--- src/rtl/stream_pkg.sv ---
// Shared types and helpers for the stream arbiter: ceil-log2 for sizing
// index/counter fields, and the arbiter state encoding.
package stream_pkg;

  function automatic int clog2(input int v);
    int r;
    for (r = 0; (1 << r) < v; r++) begin
    end
    return r;
  endfunction

  typedef enum logic {
    ST_IDLE = 1'b0,
    ST_BUSY = 1'b1
  } arb_state_t;

endpackage

--- src/rtl/stream_arbiter_if.sv ---
// Bundle of the N upstream source streams and the one merged downstream stream.
// master: the arbiter's view. slave: the sources'/sink's view.
interface stream_arbiter_if #(
  parameter int N  = 4,
  parameter int DW = 16
);
  // Valid/ready: a word moves in any cycle where vld & rdy are both high.
  // A producer holding vld keeps its data stable until accepted; vld never
  // depends on rdy in the same cycle.
  logic [N-1:0]    s_vld;
  logic [N*DW-1:0] s_dat;
  logic [N-1:0]    s_rdy;
  logic            m_vld;
  logic [DW-1:0]   m_dat;
  logic            m_rdy;

  modport master (
    input  s_vld, s_dat, m_rdy,
    output s_rdy, m_vld, m_dat
  );

  modport slave (
    output s_vld, s_dat, m_rdy,
    input  s_rdy, m_vld, m_dat
  );
endinterface

--- src/rtl/stream_arb_pick.sv ---
// Rotating-priority picker: first set request found from index start upward,
// wrapping at N, returned as a one-hot vector and its index.
module stream_arb_pick #(
  parameter int N  = 4,
  parameter int IW = 2
) (
  input  logic [N-1:0]  req,
  input  logic [IW-1:0] start,
  output logic [N-1:0]  win,
  output logic [IW-1:0] win_idx
);

  logic          found;
  logic [IW:0]   j;
  logic [IW-1:0] jj;

  always_comb begin
    win     = '0;
    win_idx = '0;
    found   = 1'b0;
    j       = '0;
    jj      = '0;
    for (int i = 0; i < N; i++) begin
      j = {1'b0, start} + (IW+1)'(i);
      if (j >= (IW+1)'(N)) begin
        j = j - (IW+1)'(N);
      end
      jj = j[IW-1:0];
      if (!found && req[jj]) begin
        win[jj] = 1'b1;
        win_idx = jj;
        found   = 1'b1;
      end
    end
  end

endmodule

--- src/rtl/stream_arbiter.sv ---
// N-to-1 valid/ready stream arbiter, round-robin with a per-grant burst limit.
// Define STREAM_ARB_FIXPRIO_EN for fixed priority (lowest index wins).
module stream_arbiter
  import stream_pkg::*;
#(
  parameter int N     = 4,
  parameter int DW    = 16,
  parameter int BURST = 8
) (
  input  logic                clk,
  input  logic                rst,
  stream_arbiter_if.master    bus,
  output logic [N-1:0]        gnt,
  output logic                busy,
  output arb_state_t          dbg_state
);

  localparam int IW = clog2(N);
  localparam int CW = clog2(BURST + 1);

  arb_state_t    state_q, state_d;
  logic [N-1:0]  gnt_q, gnt_d;
  logic [IW-1:0] last_q, last_d;
  logic [CW-1:0] cnt_q, cnt_d;

  logic [IW-1:0] start;
  logic [N-1:0]  win;
  logic [IW-1:0] win_idx;
  logic          m_vld_i;
  logic [DW-1:0] m_dat_i;
  logic          xfer;

`ifdef STREAM_ARB_FIXPRIO_EN
  assign start = '0;
`else
  assign start = (last_q == IW'(N-1)) ? '0 : last_q + IW'(1);
`endif

  stream_arb_pick #(.N(N), .IW(IW)) u_pick (
    .req     (bus.s_vld),
    .start   (start),
    .win     (win),
    .win_idx (win_idx)
  );

  // gnt_q is all-zero in IDLE, so the one-hot mux yields zeros there.
  always_comb begin
    m_vld_i = 1'b0;
    m_dat_i = '0;
    for (int i = 0; i < N; i++) begin
      if (gnt_q[i]) begin
        m_vld_i = bus.s_vld[i];
        m_dat_i = bus.s_dat[i*DW +: DW];
      end
    end
  end

  assign bus.m_vld = m_vld_i;
  assign bus.m_dat = m_dat_i;
  assign bus.s_rdy = gnt_q & {N{bus.m_rdy}};
  assign xfer      = m_vld_i & bus.m_rdy;

  always_comb begin
    state_d = state_q;
    gnt_d   = gnt_q;
    last_d  = last_q;
    cnt_d   = cnt_q;
    case (state_q)
      ST_IDLE: begin
        if (|win) begin
          state_d = ST_BUSY;
          gnt_d   = win;
          last_d  = win_idx;
          cnt_d   = '0;
        end
      end
      ST_BUSY: begin
        // Release on source drop or the final word of the burst; IDLE then
        // always costs one bubble before the next grant.
        if (!m_vld_i || (xfer && cnt_q == CW'(BURST-1))) begin
          state_d = ST_IDLE;
          gnt_d   = '0;
        end else if (xfer) begin
          cnt_d = cnt_q + CW'(1);
        end
      end
      default: begin
        state_d = ST_IDLE;
        gnt_d   = '0;
      end
    endcase
  end

  always_ff @(posedge clk or posedge rst) begin
    if (rst) begin
      state_q <= ST_IDLE;
      gnt_q   <= '0;
      last_q  <= IW'(N-1);
      cnt_q   <= '0;
    end else begin
      state_q <= state_d;
      gnt_q   <= gnt_d;
      last_q  <= last_d;
      cnt_q   <= cnt_d;
    end
  end

  assign gnt       = gnt_q;
  assign busy      = (state_q == ST_BUSY);
  assign dbg_state = state_q;

endmodule

--- src/flat_wrapper.sv ---
// flat-port wrapper written by rule: the top's interface ports become plain ports
module stream_arbiter_flat import stream_pkg::*;
#(
  parameter int N     = 4,
  parameter int DW    = 16,
  parameter int BURST = 8
)
  (clk, rst, gnt, busy, dbg_state, bus_s_vld, bus_s_dat, bus_m_rdy, bus_s_rdy, bus_m_vld, bus_m_dat);
  stream_arbiter_if #(.N(N), .DW(DW)) bus_i ();
  input  logic clk;
  input  logic rst;
  output logic [N-1:0] gnt;
  output logic busy;
  output arb_state_t dbg_state;
  input wire logic [$bits(bus_i.s_vld)-1:0] bus_s_vld;
  input wire logic [$bits(bus_i.s_dat)-1:0] bus_s_dat;
  input wire logic [$bits(bus_i.m_rdy)-1:0] bus_m_rdy;
  output wire logic [$bits(bus_i.s_rdy)-1:0] bus_s_rdy;
  output wire logic [$bits(bus_i.m_vld)-1:0] bus_m_vld;
  output wire logic [$bits(bus_i.m_dat)-1:0] bus_m_dat;
  assign bus_i.s_vld = bus_s_vld;
  assign bus_i.s_dat = bus_s_dat;
  assign bus_i.m_rdy = bus_m_rdy;
  assign bus_s_rdy = bus_i.s_rdy;
  assign bus_m_vld = bus_i.m_vld;
  assign bus_m_dat = bus_i.m_dat;
  stream_arbiter #(.N(N), .DW(DW), .BURST(BURST)) u_core (.clk(clk), .rst(rst), .bus(bus_i), .gnt(gnt), .busy(busy), .dbg_state(dbg_state));
endmodule
--- config.mk ---
export PLATFORM = sky130hd
export DESIGN_NAME = stream_arbiter_flat
export DESIGN_NICKNAME = d
export VERILOG_FILES = /design/src/rtl/stream_pkg.sv /design/src/rtl/stream_arbiter_if.sv /design/src/rtl/stream_arb_pick.sv /design/src/rtl/stream_arbiter.sv /design/src/flat_wrapper.sv
export SDC_FILE = /design/constraint.sdc
export NUM_CORES = 1
export LEC_CHECK = 0
export ABC_CLOCK_PERIOD_IN_PS = 7500
export CELL_PAD_IN_SITES_DETAIL_PLACEMENT = 0
export CELL_PAD_IN_SITES_GLOBAL_PLACEMENT = 1
export CORE_ASPECT_RATIO = 0.6
export CORE_UTILIZATION = 28
export CTS_BUF_LIST = sky130_fd_sc_hd__clkbuf_4
export DETAILED_ROUTE_END_ITERATION = 8
export PLACE_DENSITY_LB_ADDON = 0.1
export SLEW_MARGIN = 30
export SYNTH_ARGS = -nofsm -noshare
export SYNTH_HDL_FRONTEND = slang
export SYNTH_SLANG_ARGS = --single-unit
--- constraint.sdc ---
create_clock -name clk -period 7.5 [get_ports clk]
set_input_delay 2.25 -clock clk [delete_from_list [all_inputs] [get_ports clk]]
set_output_delay 2.25 -clock clk [all_outputs]
set_load 0.005 [all_outputs]
**After elaboration in Yosys (flattened, before gate mapping)**

Cells that the tools add are included.

- Output and inout port bits: 27
- Bits in latches: 0
- Input port bits: 71
- Bits in registers: 11
- Memories: 0
- ROM bits: 0
- Bits in writable memories: 0
- Word-level logic and storage cells: 104

- Bitwise gates (word level): 6
- $lt $le $gt $ge: 12
- Reduce and logical (&&, ||, !) cells: 17
- Multiply operators: 0
- $add $sub $neg: 9
- Muxes and demuxes: 50
- Div/mod/pow operators: 0
- Shift-type cells: 0
- Equality and inequality tests: 6

Operators by type and width:

| operator | count |
|---|---|
| $mux 16 | 4 |
| $mux 4 | 9 |
| $mux 2 | 9 |
| $mux 1 | 17 |
| $pmux 4 s2 | 2 |
| $lt 2x3->1 const B | 4 |
| $or 4x4->4 | 3 |
| $ge 3x3->1 const B | 3 |
| $bmux 1 s2 | 4 |
| $demux 1 s2 | 4 |
| $ge 2x1->1 const B | 4 |
| $logic_and 1x1->1 | 8 |
| $sub 2x1->2 const B | 4 |
| $add 2x2->3 const B | 2 |
| $ne 2x2->1 const B | 3 |
| $add 4x1->4 const B | 1 |
| $and 4x4->4 | 1 |
| $eq 4x3->1 const B | 1 |
| $logic_not 1->1 | 4 |
| $reduce_and 2->1 | 2 |
| $reduce_or 4->1 | 1 |
| $add 2x1->3 const B | 1 |
| $ge 2x3->1 const B | 1 |
| $reduce_and 3->1 | 1 |
| 7 further kinds | 7 |

**Depth between registers and ports, before layout**

- Depth after elaboration: 19
- Depth in mapped cells: 11
- Gate-level depth less buffers: 9

**Modules after synthesis**

A second synthesis with hierarchy kept.

- Cell total of the unflattened synthesis: 206
- Area, all modules: 1644.1 um^2

Modules (own cells, without submodules):

| module | instances | area an instance (um^2) | cells each |
|---|---|---|---|
| stream_arbiter | 1 | 1154.9 | 141 |
| stream_arb_pick | 1 | 489.2 | 65 |

**Worst setup path before layout**

Ideal clock, no wire load.

- Kind: in2out
- From: in bus_s_vld[1]
- To: out bus_m_vld
- Setup slack: 2.403 ns
- Data arrival time: 2.847 ns
- Required time: 5.250 ns
- Stages on the path: 4
- Buffers on the path: 1
- Path through: buf_4 -> a21oi_1 -> a221o_1 -> nand2_1

- Longest elaborated chain between the ends: 3

Ends and longest elaborated chain:

| what | RTL line | source |
|---|---|---|
| start: declaration | flat_wrapper.sv:15 | `input wire logic [$bits(bus_i.s_vld)-1:0] bus_s_vld;` |
| $mux 1 (3 in series) | stream_arbiter.sv:51 | `if (gnt_q[i]) begin` |
| end: declaration | flat_wrapper.sv:19 | `output wire logic [$bits(bus_i.m_vld)-1:0] bus_m_vld;` |

No other way between the ends.

**Worst setup path in the final report**

Ends and elaborated chain as after synthesis.

==> results_dict.tcl <==
set metrics [dict create \
    async_reset_ff_frac 1.00 \
    start_util 0.295 \
    rows 21 \
    drt_pre_antenna_iters 4 \
    clockBufferDepth 2 \
    ant_nets 0 \
    crit_path_start_kind "input port" \
    design_area_sq_um 2660 \
    fin_tns_setup_ns 0 \
    clock.fmax_mhz 161 \
    yosysTopAreaCell "dfrtp_1" \
    gr-usage-all-layers 0.172 \
    pwr-share-comb 0.761 \
    clk_pin_slew_ns 0.08 \
    slew_headroom 0.485 \
    synth_top_flop_cell "dfrtp_1" \
    worstMarginPinSlew_ns 0.773 \
    synth.most_common_cell "nand2_1" \
    core_area_sq_um 5650 \
    drive_gt1_frac 0.0774 \
    nets 391 \
    io_pins 98 \
    cp.arrival_ns 3.97 \
    rsz0062_at_grt "no" \
    cp_cell_sequence "clkdlybuf4s50_1 > a21oi_1 > a221o_1 > nand2_1 > clkdlybuf4s50_1" \
    viasPerCell 5.12 \
    synthTopCellsByCount "nand2_1, nor2_1, o21ai_0, a21oi_1, a22oi_1" \
    cts_root_buf "clkbuf_4" \
    vias 1998 \
    grt_pass1_wl_microns 8370 \
    switching_share 0.486 \
    ys_seq_area_frac 0.167 \
    totalWireLength_microns 5670 \
    power_mw 0.882 \
    drt_iter0_drc 104 \
    internal-power_mw 0.454 \
    power_density_nw_per_um2 331 \
    cts_tree "done" \
    syn_inst 229 \
    clock_skew_ns 0.00646 \
    status "completed" \
    power.share.sequential 0.184 \
    hold_viol 0 \
    period_share 0.829 \
    ys_ff_latch 11 \
    leakage_nw 1.01 \
    dpl_worst_slack_ns 1.30 \
    cts-htree-levels 1 \
    dp_hpwl_microns 4350 \
    p_switching_mw 0.428 \
    grt_pass1_vias 1666 \
    overflow 0 \
    numCtsBuffers 3 \
    yosysWarnings 0 \
    syn-num-nets 309 \
    yosysTopAreaCellShare 0.135 \
    cts_num_sinks 11 \
    cp.required_ns 5.25 \
    ctsResizeCount 0 \
    slew_viol_final 0 \
    antenna_found_initial 0 \
    synth_edf_count 0 \
    dieHeight_microns 61.7 \
    ctsHoldBuffers 0 \
    clk_latency_ns 0.29 \
    finalCriticalPeriod_ns 6.22 \
    drv_cap 0 \
    areaGrowthSynthToFinish_pct 59.7 \
    netlist_area_sq_um 1670 \
    syn_avg_cell_area_sq_um 7.27 \
    slowest_stage "clkdlybuf4s50_1" \
    placed_area_sq_um 2630 \
    port_buffers 97 \
    fp.dieArea_sq_um 6270 \
    gp_congestion 0.802 \
    setup_viol 0 \
    wl_per_cell_microns 14.5 \
    yosys.cell_types.count 51 \
    crit_path_frequent_cell "clkdlybuf4s50_1" \
    post_cts_buffers 0 \
    cpPeakStageDelay_ns 0.66 \
    drc 0 \
    cp_max_fo 9 \
    n_antenna_cell 0 \
    fillCellCount 572 \
    worstSetupPathType "input port to primary output" \
    p_clk_frac 0.055 \
    hp-class "register to register" \
    netlist_top_cells_area "dfrtp_1, nand2_1, a22oi_1" \
    grt_max_degree 39 \
    max-vdd-ir-drop_mv 0.158 \
    chipWidth_microns 102 \
    fin_ws_ns 1.28 \
    endpoint_kind "primary output" \
]
==> metrics by stage <==
step	instances	hold WS, ns	util
6_report	390	0.557	0.471
5_1_grt	390	0.564	0.471
4_1_cts	390	0.551	0.471
3_5_place_dp	386	0.535	0.466
3_3_place_gp	386	0.540	0.465
2_1_floorplan	229	0.501	-
==> cells in the final DEF (no fill, tap or decap), drive strengths merged, types with 2 or more instances in the layout <==
master          n
nor3            5
nor2b           2
a22oi          16
inv             5
a221oi          4
a31oi           2
nand3           6
o22ai           3
a21oi          20
clkdlybuf4s50  97
ha              9
a211oi          5
and2            4
o221ai          4
mux2            3
or2             4
nor2           25
nand2          34
o21ai          21
dfstp           2
nand2b          4
dfrtp           9
mux2i           5
clkbuf          4
==> power by group through the flow <==
stage          registers (mW)  logic [mW]  clock network [mW]
2_1_floorplan           0.101       0.494                   0
3_3_place_gp            0.163       0.670                   0
3_5_place_dp            0.164       0.663                   0
4_1_cts                 0.163       0.666              0.0485
5_1_grt                 0.173       0.734              0.0526
6_report                0.162       0.671              0.0485
==> flip-flops by register name, indices dropped and copies added (netlist names) <==
name           count
u_core.busy        1
u_core.last_q      2
u_core.cnt_q       4
u_core.gnt         4
==> final timing paths <==
| check | from | end | slack, ns | cells past startpoint |
|---|---|---|---|---|
| worst max-delay path | bus_s_vld[1] | bus_m_vld | 1.28 | 5 |
| worst max register to register | u_core.last_q[0] | u_core.last_q[1] | 3.93 | 9 |
| max in group asynchronous | rst | u_core.last_q[1] | 4.91 | 2 |
| worst min register to register | u_core.cnt_q[3] | u_core.cnt_q[3] | 0.56 | 2 |
| worst min-delay path | u_core.cnt_q[3] | u_core.cnt_q[3] | 0.56 | 2 |
| min in group asynchronous | rst | u_core.busy | 2.25 | 2 |
==> kinds of logic after synthesis <==
logic type                 after synthesis  synth area share
and+or+nand+nor                         90             0.278
AOI/OAI and AO/OA                       82             0.330
buffers and inverters                   26            0.0811
DFF                                     11             0.167
muxes                                    9            0.0661
adders and majority gates                9            0.0676
xor gates and xnor gates                 2            0.0105
==> critical path: cells and delay by family <==
kind | cells | cell delay (ns)
AOI/OAI and AO/OA | 2 | 0.48
buffers and inverters | 2 | 1.16
and+or+nand+nor | 1 | 0.07
==> metal layers <==
layer  global-route usage  wire (microns)  vias up
li1                     -               -      994
met1                0.251            2690      918
met2                0.262            2400       81
met3               0.0447             555        5
met4               0.0248              27        0
met5                    0               0        -
==> cell type report <==
| class | count | area, sq um | area share |
|---|---|---|---|
| flip-flops and latches | 11 | 280 | 0.105 |
| inverters | 5 | 18.8 | 0.00706 |
| repair buffers | 98 | 978 | 0.368 |
| well taps | 80 | 100 | 0.0376 |
| multi-input cells | 192 | 1250 | 0.471 |
| clock buffers | 4 | 30.0 | 0.0113 |
No activity file was read; power rests on OpenSTA's default activity.
